<file path="src/rtl/dio_pattern_seq_if.sv">
// dio_pattern_seq_if
//   Bundles the pattern-load, playback-control and config-output signals of
//   dio_pattern_seq. The master modport drives it (host side). The slave
//   modport is the sequencer.
//
//   Handshake contract: there is no valid/ready back-pressure anywhere.
//     - wr_en is a single-cycle write request. It takes effect only while
//       busy=0. A request made while busy=1 is dropped, and wr_err pulses
//       for one cycle on the following cycle.
//     - start is level-sampled and only acted on in IDLE.
//     - abort is level-sampled, and it always wins over start.
//     - config_en is a one-cycle strobe. config_data is valid with it and
//       holds its value between strobes.
//     - done is a one-cycle pulse that appears only on normal completion.
//
//   dbg_state exposes the FSM encoding: 0=IDLE, 1=ISSUE, 2=HOLD, 3=FIN.
interface dio_pattern_seq_if #(
  parameter int ADDR_W  = 4,
  parameter int DWELL_W = 16
) ();
  logic               wr_en;
  logic [ADDR_W-1:0]  wr_addr;
  logic [15:0]        wr_data;
  logic [ADDR_W-1:0]  last_idx;
  logic [DWELL_W-1:0] dwell;
  logic [7:0]         loop_cnt;
  logic               start;
  logic               abort;
  logic               busy;
  logic               done;
  logic               wr_err;
  logic               config_en;
  logic [15:0]        config_data;
  logic [1:0]         dbg_state;

  modport master (
    output wr_en, wr_addr, wr_data, last_idx, dwell, loop_cnt, start, abort,
    input  busy, done, wr_err, config_en, config_data, dbg_state
  );

  modport slave (
    input  wr_en, wr_addr, wr_data, last_idx, dwell, loop_cnt, start, abort,
    output busy, done, wr_err, config_en, config_data, dbg_state
  );
endinterface

</file>
<file path="src/rtl/dio_pattern_seq.sv">
// dio_pattern_seq
//   Configuration-word sequencer that feeds the digital I/O control stage.
//   Up to DEPTH 16-bit words are loaded into a register array. On start, the
//   words in entries 0..last_idx are played out. Each word is a one-cycle
//   config_en strobe followed by `dwell` hold cycles. The pattern repeats
//   loop_cnt times, or without end when loop_cnt is 0, until it is aborted.
//
// Ports
//   clk  : clock, rising edge
//   rst  : asynchronous active-high reset; also clears the pattern memory
//   bus  : dio_pattern_seq_if.slave
//          (wr_* load port, last_idx/dwell/loop_cnt run setup, start/abort,
//           busy/done/wr_err status, config_en/config_data output,
//           dbg_state FSM state)
module dio_pattern_seq #(
  parameter int DEPTH   = 16,
  parameter int ADDR_W  = 4,
  parameter int DWELL_W = 16
) (
  input  logic             clk,
  input  logic             rst,
  dio_pattern_seq_if.slave bus
);

  typedef enum logic [1:0] {
    S_IDLE  = 2'd0,
    S_ISSUE = 2'd1,
    S_HOLD  = 2'd2,
    S_FIN   = 2'd3
  } state_e;

  state_e             state_q;
  logic [15:0]        mem_q [DEPTH];
  logic [ADDR_W-1:0]  idx_q;
  logic [ADDR_W-1:0]  last_q;
  logic [7:0]         pass_q;
  logic [7:0]         loops_q;
  logic [DWELL_W-1:0] dwell_q;
  logic [DWELL_W-1:0] cnt_q;
  logic               busy_q;
  logic               done_q;
  logic               wr_err_q;
  logic               cfg_en_q;
  logic [15:0]        cfg_data_q;

  logic               wr_ok;
  logic               at_last;
  logic               wrap_ok;
  logic               do_adv;
  logic               adv_fin;
  logic [ADDR_W-1:0]  adv_idx_d;
  logic [7:0]         adv_pass_d;
  logic [ADDR_W-1:0]  rd_addr;
  logic [15:0]        rd_word;

  always_comb begin
    wr_ok      = bus.wr_en && !busy_q;
    at_last    = (idx_q == last_q);
    wrap_ok    = (loops_q == 8'd0) || (pass_q < loops_q);
    // ISSUE advances at once when dwell is 0. Otherwise HOLD advances on the
    // cycle its counter would step from 1 to 0, so strobes stay dwell+1 apart.
    do_adv     = ((state_q == S_ISSUE) && (dwell_q == '0)) ||
                 ((state_q == S_HOLD)  && (cnt_q == DWELL_W'(1)));
    adv_fin    = at_last && !wrap_ok;
    adv_idx_d  = at_last ? '0 : idx_q + ADDR_W'(1);
    // Pass count saturates. It only matters when loop_cnt != 0, and then it
    // can never exceed loop_cnt.
    adv_pass_d = (at_last && pass_q != 8'hFF) ? pass_q + 8'd1 : pass_q;
    rd_addr    = (state_q == S_IDLE) ? '0 : adv_idx_d;
    // Forward a same-cycle idle write so a start in that cycle plays new data.
    rd_word    = (wr_ok && bus.wr_addr == rd_addr) ? bus.wr_data : mem_q[rd_addr];
  end

  // Pattern storage and write-reject flag
  always_ff @(posedge clk or posedge rst) begin
    if (rst) begin
      for (int i = 0; i < DEPTH; i++) mem_q[i] <= '0;
      wr_err_q <= 1'b0;
    end else begin
      if (wr_ok) mem_q[bus.wr_addr] <= bus.wr_data;
      wr_err_q <= bus.wr_en && busy_q;
    end
  end

  // Playback FSM. Each transition registers the outputs of the cycle it
  // enters, so config_en appears the cycle after start is sampled.
  always_ff @(posedge clk or posedge rst) begin
    if (rst) begin
      state_q    <= S_IDLE;
      idx_q      <= '0;
      last_q     <= '0;
      pass_q     <= 8'd0;
      loops_q    <= 8'd0;
      dwell_q    <= '0;
      cnt_q      <= '0;
      busy_q     <= 1'b0;
      done_q     <= 1'b0;
      cfg_en_q   <= 1'b0;
      cfg_data_q <= 16'h0000;
    end else begin
      done_q   <= 1'b0;
      cfg_en_q <= 1'b0;
      case (state_q)
        S_IDLE: begin
          if (bus.start && !bus.abort) begin
            last_q     <= bus.last_idx;
            dwell_q    <= bus.dwell;
            loops_q    <= bus.loop_cnt;
            idx_q      <= '0;
            pass_q     <= 8'd1;
            cnt_q      <= bus.dwell;
            busy_q     <= 1'b1;
            cfg_en_q   <= 1'b1;
            cfg_data_q <= rd_word;
            state_q    <= S_ISSUE;
          end
        end
        S_ISSUE, S_HOLD: begin
          if (bus.abort) begin
            busy_q  <= 1'b0;
            state_q <= S_IDLE;
          end else if (do_adv) begin
            if (adv_fin) begin
              busy_q  <= 1'b0;
              done_q  <= 1'b1;
              state_q <= S_FIN;
            end else begin
              idx_q      <= adv_idx_d;
              pass_q     <= adv_pass_d;
              cnt_q      <= dwell_q;
              cfg_en_q   <= 1'b1;
              cfg_data_q <= rd_word;
              state_q    <= S_ISSUE;
            end
          end else if (state_q == S_HOLD) begin
            cnt_q <= cnt_q - DWELL_W'(1);
          end else begin
            state_q <= S_HOLD;
          end
        end
        S_FIN: begin
          state_q <= S_IDLE;
        end
        default: state_q <= S_IDLE;
      endcase
    end
  end

  assign bus.busy        = busy_q;
  assign bus.done        = done_q;
  assign bus.wr_err      = wr_err_q;
  assign bus.config_en   = cfg_en_q;
  assign bus.config_data = cfg_data_q;
  assign bus.dbg_state   = state_q;

endmodule
</file>
<file path="src/flat_wrapper.sv">
// flat-port wrapper written by rule: the top's interface ports become plain ports
module dio_pattern_seq_flat 
#(
  parameter int DEPTH   = 16,
  parameter int ADDR_W  = 4,
  parameter int DWELL_W = 16
)
  (clk, rst, bus_wr_en, bus_wr_addr, bus_wr_data, bus_last_idx, bus_dwell, bus_loop_cnt, bus_start, bus_abort, bus_busy, bus_done, bus_wr_err, bus_config_en, bus_config_data, bus_dbg_state);
  dio_pattern_seq_if #(.ADDR_W(ADDR_W), .DWELL_W(DWELL_W)) bus_i ();
  input  logic clk;
  input  logic rst;
  input wire logic [$bits(bus_i.wr_en)-1:0] bus_wr_en;
  input wire logic [$bits(bus_i.wr_addr)-1:0] bus_wr_addr;
  input wire logic [$bits(bus_i.wr_data)-1:0] bus_wr_data;
  input wire logic [$bits(bus_i.last_idx)-1:0] bus_last_idx;
  input wire logic [$bits(bus_i.dwell)-1:0] bus_dwell;
  input wire logic [$bits(bus_i.loop_cnt)-1:0] bus_loop_cnt;
  input wire logic [$bits(bus_i.start)-1:0] bus_start;
  input wire logic [$bits(bus_i.abort)-1:0] bus_abort;
  output wire logic [$bits(bus_i.busy)-1:0] bus_busy;
  output wire logic [$bits(bus_i.done)-1:0] bus_done;
  output wire logic [$bits(bus_i.wr_err)-1:0] bus_wr_err;
  output wire logic [$bits(bus_i.config_en)-1:0] bus_config_en;
  output wire logic [$bits(bus_i.config_data)-1:0] bus_config_data;
  output wire logic [$bits(bus_i.dbg_state)-1:0] bus_dbg_state;
  assign bus_i.wr_en = bus_wr_en;
  assign bus_i.wr_addr = bus_wr_addr;
  assign bus_i.wr_data = bus_wr_data;
  assign bus_i.last_idx = bus_last_idx;
  assign bus_i.dwell = bus_dwell;
  assign bus_i.loop_cnt = bus_loop_cnt;
  assign bus_i.start = bus_start;
  assign bus_i.abort = bus_abort;
  assign bus_busy = bus_i.busy;
  assign bus_done = bus_i.done;
  assign bus_wr_err = bus_i.wr_err;
  assign bus_config_en = bus_i.config_en;
  assign bus_config_data = bus_i.config_data;
  assign bus_dbg_state = bus_i.dbg_state;
  dio_pattern_seq #(.DEPTH(DEPTH), .ADDR_W(ADDR_W), .DWELL_W(DWELL_W)) u_core (.clk(clk), .rst(rst), .bus(bus_i));
endmodule
</file>
<file path="config.mk">
export PLATFORM = sky130hd
export DESIGN_NAME = dio_pattern_seq_flat
export DESIGN_NICKNAME = d
export VERILOG_FILES = /design/src/rtl/dio_pattern_seq_if.sv /design/src/rtl/dio_pattern_seq.sv /design/src/flat_wrapper.sv
export SDC_FILE = /design/constraint.sdc
export NUM_CORES = 1
export LEC_CHECK = 0
export ABC_CLOCK_PERIOD_IN_PS = 10320
export BUFFER_PORTS_ARGS = -buffer_cell sky130_fd_sc_hd__buf_2
export CAP_MARGIN = 20
export CORE_MARGIN = 2
export CORE_UTILIZATION = 30
export DETAILED_ROUTE_END_ITERATION = 8
export PLACE_DENSITY_LB_ADDON = 0.05
export SETUP_SLACK_MARGIN = 0.3
export SYNTH_ARGS = -nofsm -noshare
export SYNTH_HDL_FRONTEND = slang
export SYNTH_SLANG_ARGS = --single-unit
</file>
<file path="constraint.sdc">
create_clock -name clk -period 10.32 [get_ports clk]
set_input_delay 1.548 -clock clk [delete_from_list [all_inputs] [get_ports clk]]
set_output_delay 1.548 -clock clk [all_outputs]
set_load 0.05 [all_outputs]
</file>
==> results of run 1 <==
## stage by stage
step                      hold slack, ps  setup slack (ps)  util (%)
after floorplan                      474              4310         -
after global placement               482              5810      32.6
after detailed placement             493              5780      32.7
after CTS                            505              5760      35.3
after global routing                 511              5560      35.3
final                                501              5870      35.3
## cells by family (layout without fill, tap and decap cells)
group / Yosys count / count (layout)
and+or+nand+nor: 362 / 362
DFF: 334 / 334
muxes: 323 / 323
AOI/OAI and AO/OA: 202 / 202
buffers and inverters: 116 / 205
xor gates and xnor gates: 23 / 23
adders and majority gates: 17 / 17
## cell type report
cell class,instances,share of cell area [%]
clock buffer,66,6.88
tap,688,4.62
multi-input combinational,927,39.2
sequential,334,44.8
timing repair buffer,109,3.58
clock inverter,10,0.436
inverter,20,0.423
## cells in the mapped netlist (all sizes together), types with 3 or more instances
library cell    n  share of area (%)
dfrtp         334                 52
mux2          286                 20
nand2         169                4.0
clkbuf         73                1.7
nor2           60                1.4
mux2i          36                2.2
a21oi          34                1.1
nand3          33                1.0
o22ai          33                1.3
nor3           31                1.0
a32oi          26                1.4
nor4           26                1.1
buf            23               0.74
o21ai          20               0.62
inv            19               0.44
ha             17                1.3
a2111oi        14               0.76
a221o          14               0.87
a311oi         14               0.76
xnor2          13               0.71
nor2b          11               0.44
a211oi         10               0.47
xor2           10               0.71
o41ai           6               0.56
and3            5               0.19
nand3b          5               0.23
o211ai          5               0.23
nand4           4               0.16
nor3b           4               0.19
o221ai          4               0.22
or4             4               0.19
nand2b          3               0.16
or3             3               0.12
## cell usage in the layout (no fill, tap or decap), types with 28 or more instances in the layout
master	synthesis	layout
sky130_fd_sc_hd__a21oi_1	34	33
sky130_fd_sc_hd__nand3_1	33	33
sky130_fd_sc_hd__nor2_1	59	58
sky130_fd_sc_hd__nor3_1	30	28
sky130_fd_sc_hd__buf_2	14	74
sky130_fd_sc_hd__nand2_1	169	169
sky130_fd_sc_hd__buf_4	4	32
sky130_fd_sc_hd__o22ai_1	33	33
sky130_fd_sc_hd__clkbuf_16	0	43
sky130_fd_sc_hd__dfrtp_1	334	333
sky130_fd_sc_hd__mux2_2	286	286
sky130_fd_sc_hd__mux2i_1	36	36
## where the power goes
part | internal, µW | leakage, µW | total (µW) | switching, µW
registers | 1870 | 0.00422 | 2210 | 343
clock network | 875 | 0.000675 | 1460 | 583
logic | 775 | 0.00330 | 1740 | 970
total | 3520 | 0.00820 | 5410 | 1900
## worst paths after layout
check / startpoint / to / slack, ps / depth (start not counted)
worst max-delay path: u_core.idx_q[1] / u_core.bus.config_data[2] / 5870 / 7
worst min register to register: u_core.mem_q[222] / u_core.mem_q[222] / 500 / 1
min in group asynchronous: rst / u_core.pass_q[1] / 1030 / 2
worst max register to register: u_core.idx_q[1] / u_core.bus.config_data[2] / 5870 / 7
max in group asynchronous: rst / u_core.mem_q[73] / 7410 / 4
worst min-delay path: u_core.mem_q[222] / u_core.mem_q[222] / 500 / 1
## critical path, stage by stage (launching register included)
cell and delay [ps]:
sky130_fd_sc_hd__dfrtp_1 410, sky130_fd_sc_hd__xor2_1 780, sky130_fd_sc_hd__o41ai_4 250, sky130_fd_sc_hd__nor2_2 890, sky130_fd_sc_hd__xor2_1 220, sky130_fd_sc_hd__nor3_4 810
sky130_fd_sc_hd__nor2b_2 740, sky130_fd_sc_hd__a221o_1 260
## metal layers
layer	share of wire (%)	track usage, %	vias up
met4	2.6	5.67	0
met3	3.0	2.61	70
met1	50	25.3	5740
met2	45	27.5	149
met5	0	0	-
li1	-	-	5158
## state kept, by name, summed over array words and instances (netlist names)
signal                  count
u_core.mem_q              256
u_core.bus.config_data     16
u_core.cnt_q               16
u_core.dwell_q             16
u_core.loops_q              8
u_core.pass_q               8
u_core.idx_q                4
u_core.last_q               4
u_core.bus.dbg_state        2
u_core.bus.busy             1
u_core.bus.config_en        1
u_core.bus.done             1
u_core.bus.wr_err           1
==> flow_summary.yaml, run 1 <==
run_status:
  status: "completed"
pwr:
  report.power.total_uw: 5410
  vdd.ir_drop.worst_mv: 0.158
  power_per_cell_area_nw_per_um2: 290
  total_leakage_power_uw: 0.00820
finish:
  multi_input_area_um2: 7310
  layout-drive-gt1-share_pct: 33.2
  area_growth_from_synthesis_to_layout_pct: 16.1
  antennaDiodeCount: 0
  number_of_standard_cells_in_the_layout_taps_in_and_fillers_out: 2154
  final-seq-area_um2: 8360
  fin_area_um2: 18600
  fill_cells: 5280
  nets: 1504
place:
  routabilityCongestion: 0.750
  detailedPlacementHpwl_mm: 30.1
  inst_count_dp: 2076
  buffer_ports.inserted: 74
  placedInstanceArea_um2: 17300
cts:
  cts_repair_resize_count: 0
  cts-root-buf: "sky130_fd_sc_hd__clkbuf_16"
  post_cts_clock_slew_at_the_launch_and_capture_registers_of_the_worst_setup_and_hold_paths_ps: 60
  clkLatencyLatePin_ps: 570
  hold_buffers: 0
  tritoncts_clock_tree: "done"
  post-cts-setup-buffer-count: 0
  cts_max_level: 2
  cts_max_path_buffers: 3
  numCtsBuffers: 42
  cts.sink_count: 334
timing:
  setup_total_negative_slack_ps: 0
  setup_viol: 0
  max_freq_mhz: 225
  finalCritPeriodShare_pct: 43.1
  grt_setup_unrepaired: "no"
  report.final.slew_viol_count: 0
  skew_ps: 22.8
  finalCriticalPeriod_ps: 4450
  max-slew-margin-rel_pct: 25.7
  timing_hold_violations_final: 0
  tightestPinTransition_ps: 1110
yosys:
  synthSimpleGateAreaFrac_pct: 10.4
  post_synth_inst_count: 1377
  postSynthNetCount: 1447
  synthArstFlopShare_pct: 100
  synth.avg_cell_area_um2: 11.7
  synth-edff-count: 0
  synth_warnings: 0
  yosys-mux-area-fraction_pct: 22.4
  synth.ff_latch_count: 334
  combinational_family_with_the_most_area_after_synthesis: "multiplexers"
  synth_area_in_compound_gates_pct: 9.45
  synth_adder_area_share_pct: 1.32
  yosys_most_used_dff: "sky130_fd_sc_hd__dfrtp_1"
  netlist_area_um2: 16100
  synthXorXnorAreaFrac_pct: 1.42
  synth.lib_cells_used.distinct: 64
  ys_seq_area_share_pct: 52.1
worst_setup_path:
  arrival_ps: 4930
  crit_required_ps: 10810
  cp-start-kind: "register"
  setup.worst_path.end_class: "register"
  path_max_fanout: 19
  worst-setup-path-type: "reg -> reg"
global_routing:
  grt.total_usage_pct: 17.7
  grt_pass1_wl_mm: 75.3
  grt_pass1_vias: 11700
  grt_overflow_total: 0
  grt_start_max_net_pins: 75
  grt_antenna_before_repair: 0
run:
  maxCapViolCount: 0
route:
  routed_antenna_nets: 0
  drt-initial-drc-count: 674
  routed_wirelength_mm: 48.3
  avgRoutedWirePerCell_um: 22.4
  vias_per_cell: 5.16
  remaining_drc_errors: 0
  vias: 11100
  drt-pass1-iter-count: 7
floorplanning:
  fp.dieArea_um2: 55400
  die-width_um: 235
  core_area_um2: 52800
  start_util_pct: 30.4
  fp.dieH_um: 235
  top_level_ports: 75
  floorplan.rows: 84
min_path:
  min-delay-path-class: "reg -> reg"
Note: power is estimated with default switching activity, not from simulation.
==> run 2, diff against run 1 <==
--- a/config.mk
+++ b/config.mk
@@ -5,7 +5,7 @@
 export SDC_FILE = /design/constraint.sdc
 export NUM_CORES = 1
 export LEC_CHECK = 0
-export ABC_CLOCK_PERIOD_IN_PS = 10320
+export ABC_CLOCK_PERIOD_IN_PS = 4200
 export BUFFER_PORTS_ARGS = -buffer_cell sky130_fd_sc_hd__buf_2
 export CAP_MARGIN = 20
 export CORE_MARGIN = 2
==> constraint.sdc (replaced) <==
create_clock -name clk -period 4.2 [get_ports clk]
set_input_delay 0.63 -clock clk [delete_from_list [all_inputs] [get_ports clk]]
set_output_delay 0.63 -clock clk [all_outputs]
set_load 0.05 [all_outputs]
==> flow_summary.yaml, run 2 (synthesis gave the netlist of run 1 again) <==
run_status:
  status: "completed"
route:
  drt-pass1-iter-count: 4
  vias_per_cell: 5.19
  remaining_drc_errors: 0
  routed_wirelength_mm: 49.6
  vias: 11200
  avgRoutedWirePerCell_um: 22.9
  routed_antenna_nets: 0
  drt-initial-drc-count: 671
timing:
  finalCritPeriodShare_pct: 83.8
  report.final.slew_viol_count: 0
  setup_viol: 0
  final_setup_slack_of_the_worst_path_ps: 681
  grt_setup_unrepaired: "no"
  max_freq_mhz: 284
  skew_ps: 18.4
  hold_slack_ps: 49.1
  tightestPinTransition_ps: 1110
  max-slew-margin-rel_pct: 25.8
  timing_hold_violations_final: 0
  finalCriticalPeriod_ps: 3520
place:
  routabilityCongestion: 0.750
  buffer_ports.inserted: 74
  detailedPlacementHpwl_mm: 30.8
  place_worst_setup_slack_ps: 699
  inst_count_dp: 2088
worst_setup_path:
  cp-start-kind: "register"
  worst_setup_path_endpoint: "u_core.bus.config_data[1]"
  regToRegEndpoint: "u_core.bus.config_data[1]"
  worst-setup-path-type: "reg -> reg"
  setup.worst_path.end_class: "register"
  critPathLaunch: "u_core.idx_q[1]"
  reg2regPathDepth: 8
  path_max_fanout: 54
  crit_required_ps: 4640
  arrival_ps: 3960
  critical_path.reg2reg.startpoint: "u_core.idx_q[1]"
  rrSetupSlack_ps: 680
global_routing:
  grt.total_usage_pct: 18.1
  grt_antenna_before_repair: 1
  grt_pass1_vias: 11600
  grt_overflow_total: 0
  grt_pass1_wl_mm: 76.3
  grt_start_max_net_pins: 147
min_path:
  min-delay-path-class: "in -> async"
finish:
  final-seq-area_um2: 8360
  fill_cells: 5257
  nets: 1515
  layout.cells.most_common_list: "sky130_fd_sc_hd__dfrtp_1 (333), sky130_fd_sc_hd__mux2_2 (286), sky130_fd_sc_hd__nand2_1 (169), sky130_fd_sc_hd__buf_2 (74), sky130_fd_sc_hd__nor2_1 (58)"
  multi_input_area_um2: 7310
  area_growth_from_synthesis_to_layout_pct: 16.9
  most_common_library_cell_in_the_layout_ignoring_fill_and_taps: "sky130_fd_sc_hd__dfrtp_1"
  number_of_standard_cells_in_the_layout_taps_in_and_fillers_out: 2163
  largest-register: "u_core.mem_q"
  flip_flop_count_of_the_largest_register_all_copies_and_words_added: 256
  antennaDiodeCount: 0
  layout-drive-gt1-share_pct: 33.7
pwr:
  power_per_cell_area_nw_per_um2: 715
  report.power.total_uw: 13400
  vdd.ir_drop.worst_mv: 0.268
  total_leakage_power_uw: 0.00826
floorplanning:
  fp.dieH_um: 235
  die-width_um: 235
  fp.dieArea_um2: 55400
  start_util_pct: 30.4
  floorplan.rows: 84
  top_level_ports: 75
  core_area_um2: 52800
cts:
  post_cts_clock_slew_at_the_launch_and_capture_registers_of_the_worst_setup_and_hold_paths_ps: 60
  clkLatencyLatePin_ps: 570
  cts.sink_count: 334
  cts-root-buf: "sky130_fd_sc_hd__clkbuf_16"
  cts_max_level: 2
  tritoncts_clock_tree: "done"
  numCtsBuffers: 43
  post-cts-setup-buffer-count: 0
  hold_buffers: 0
  cts_max_path_buffers: 3
  cts_repair_resize_count: 0
run:
  maxCapViolCount: 0
-- run 2: cell count changes in the layout (fill, tap and decap cells not counted), sizes merged --
cell,change
clkbuf,-9
buf,+10
clkinv,+3
bufinv,+2
inv,+3
-- run 2: layer usage --
| metal | up-vias | share of wire [%] | GRT usage (%) |
|---|---|---|---|
| li1 | 5179 | - | - |
| met1 | 5826 | 50 | 26.2 |
| met2 | 147 | 45 | 28.0 |
| met3 | 66 | 2.6 | 2.36 |
| met4 | 0 | 2.4 | 5.46 |
| met5 | - | 0 | 0 |
-- run 2: metrics by stage --
step	util [%]	area [µm²]	TNS [ps]
6_report	35.6	18800	0
4_1_cts	35.6	18800	0
2_1_floorplan	-	16100	-298130
5_1_grt	35.6	18800	0
3_5_place_dp	33.0	17400	0
3_3_place_gp	32.9	17300	0
-- run 2: worst min-delay path by stage --
stage	cells after the start	slack [ps]	from	end
2_1_floorplan	1	470	u_core.mem_q[54]	u_core.mem_q[54]
3_3_place_gp	1	480	u_core.mem_q[86]	u_core.mem_q[86]
3_5_place_dp	1	490	u_core.mem_q[179]	u_core.mem_q[179]
4_1_cts	2	30	rst	u_core.pass_q[3]
5_1_grt	2	70	rst	u_core.pass_q[3]
6_report	2	50	rst	u_core.mem_q[174]
-- run 2: power by group --
part           switching (µW)  internal [µW]
clock                    1470           2140
combinational            2400           1970
sequential                853           4590
total                    4730           8700
-- run 2: final cells by class --
type                            instances  share of cell area (%)
Tap cell                              688                    4.59
Sequential cell                       334                    44.6
Inverter                               20                   0.420
Timing Repair Buffer                  119                    4.27
Multi-Input combinational cell        927                    39.0
Clock inverter                         18                   0.994
Clock buffer                           57                    6.23
-- run 2: worst max-delay path, cell delays in order (launching register included) --
cell                        delay [ps]
sky130_fd_sc_hd__dfrtp_1           420
sky130_fd_sc_hd__xor2_1            770
sky130_fd_sc_hd__o41a_2            620
sky130_fd_sc_hd__buf_12            360
sky130_fd_sc_hd__mux2i_1           230
sky130_fd_sc_hd__a2111oi_0         110
sky130_fd_sc_hd__a311oi_1          490
sky130_fd_sc_hd__nor4_1            100
sky130_fd_sc_hd__a221o_1           270
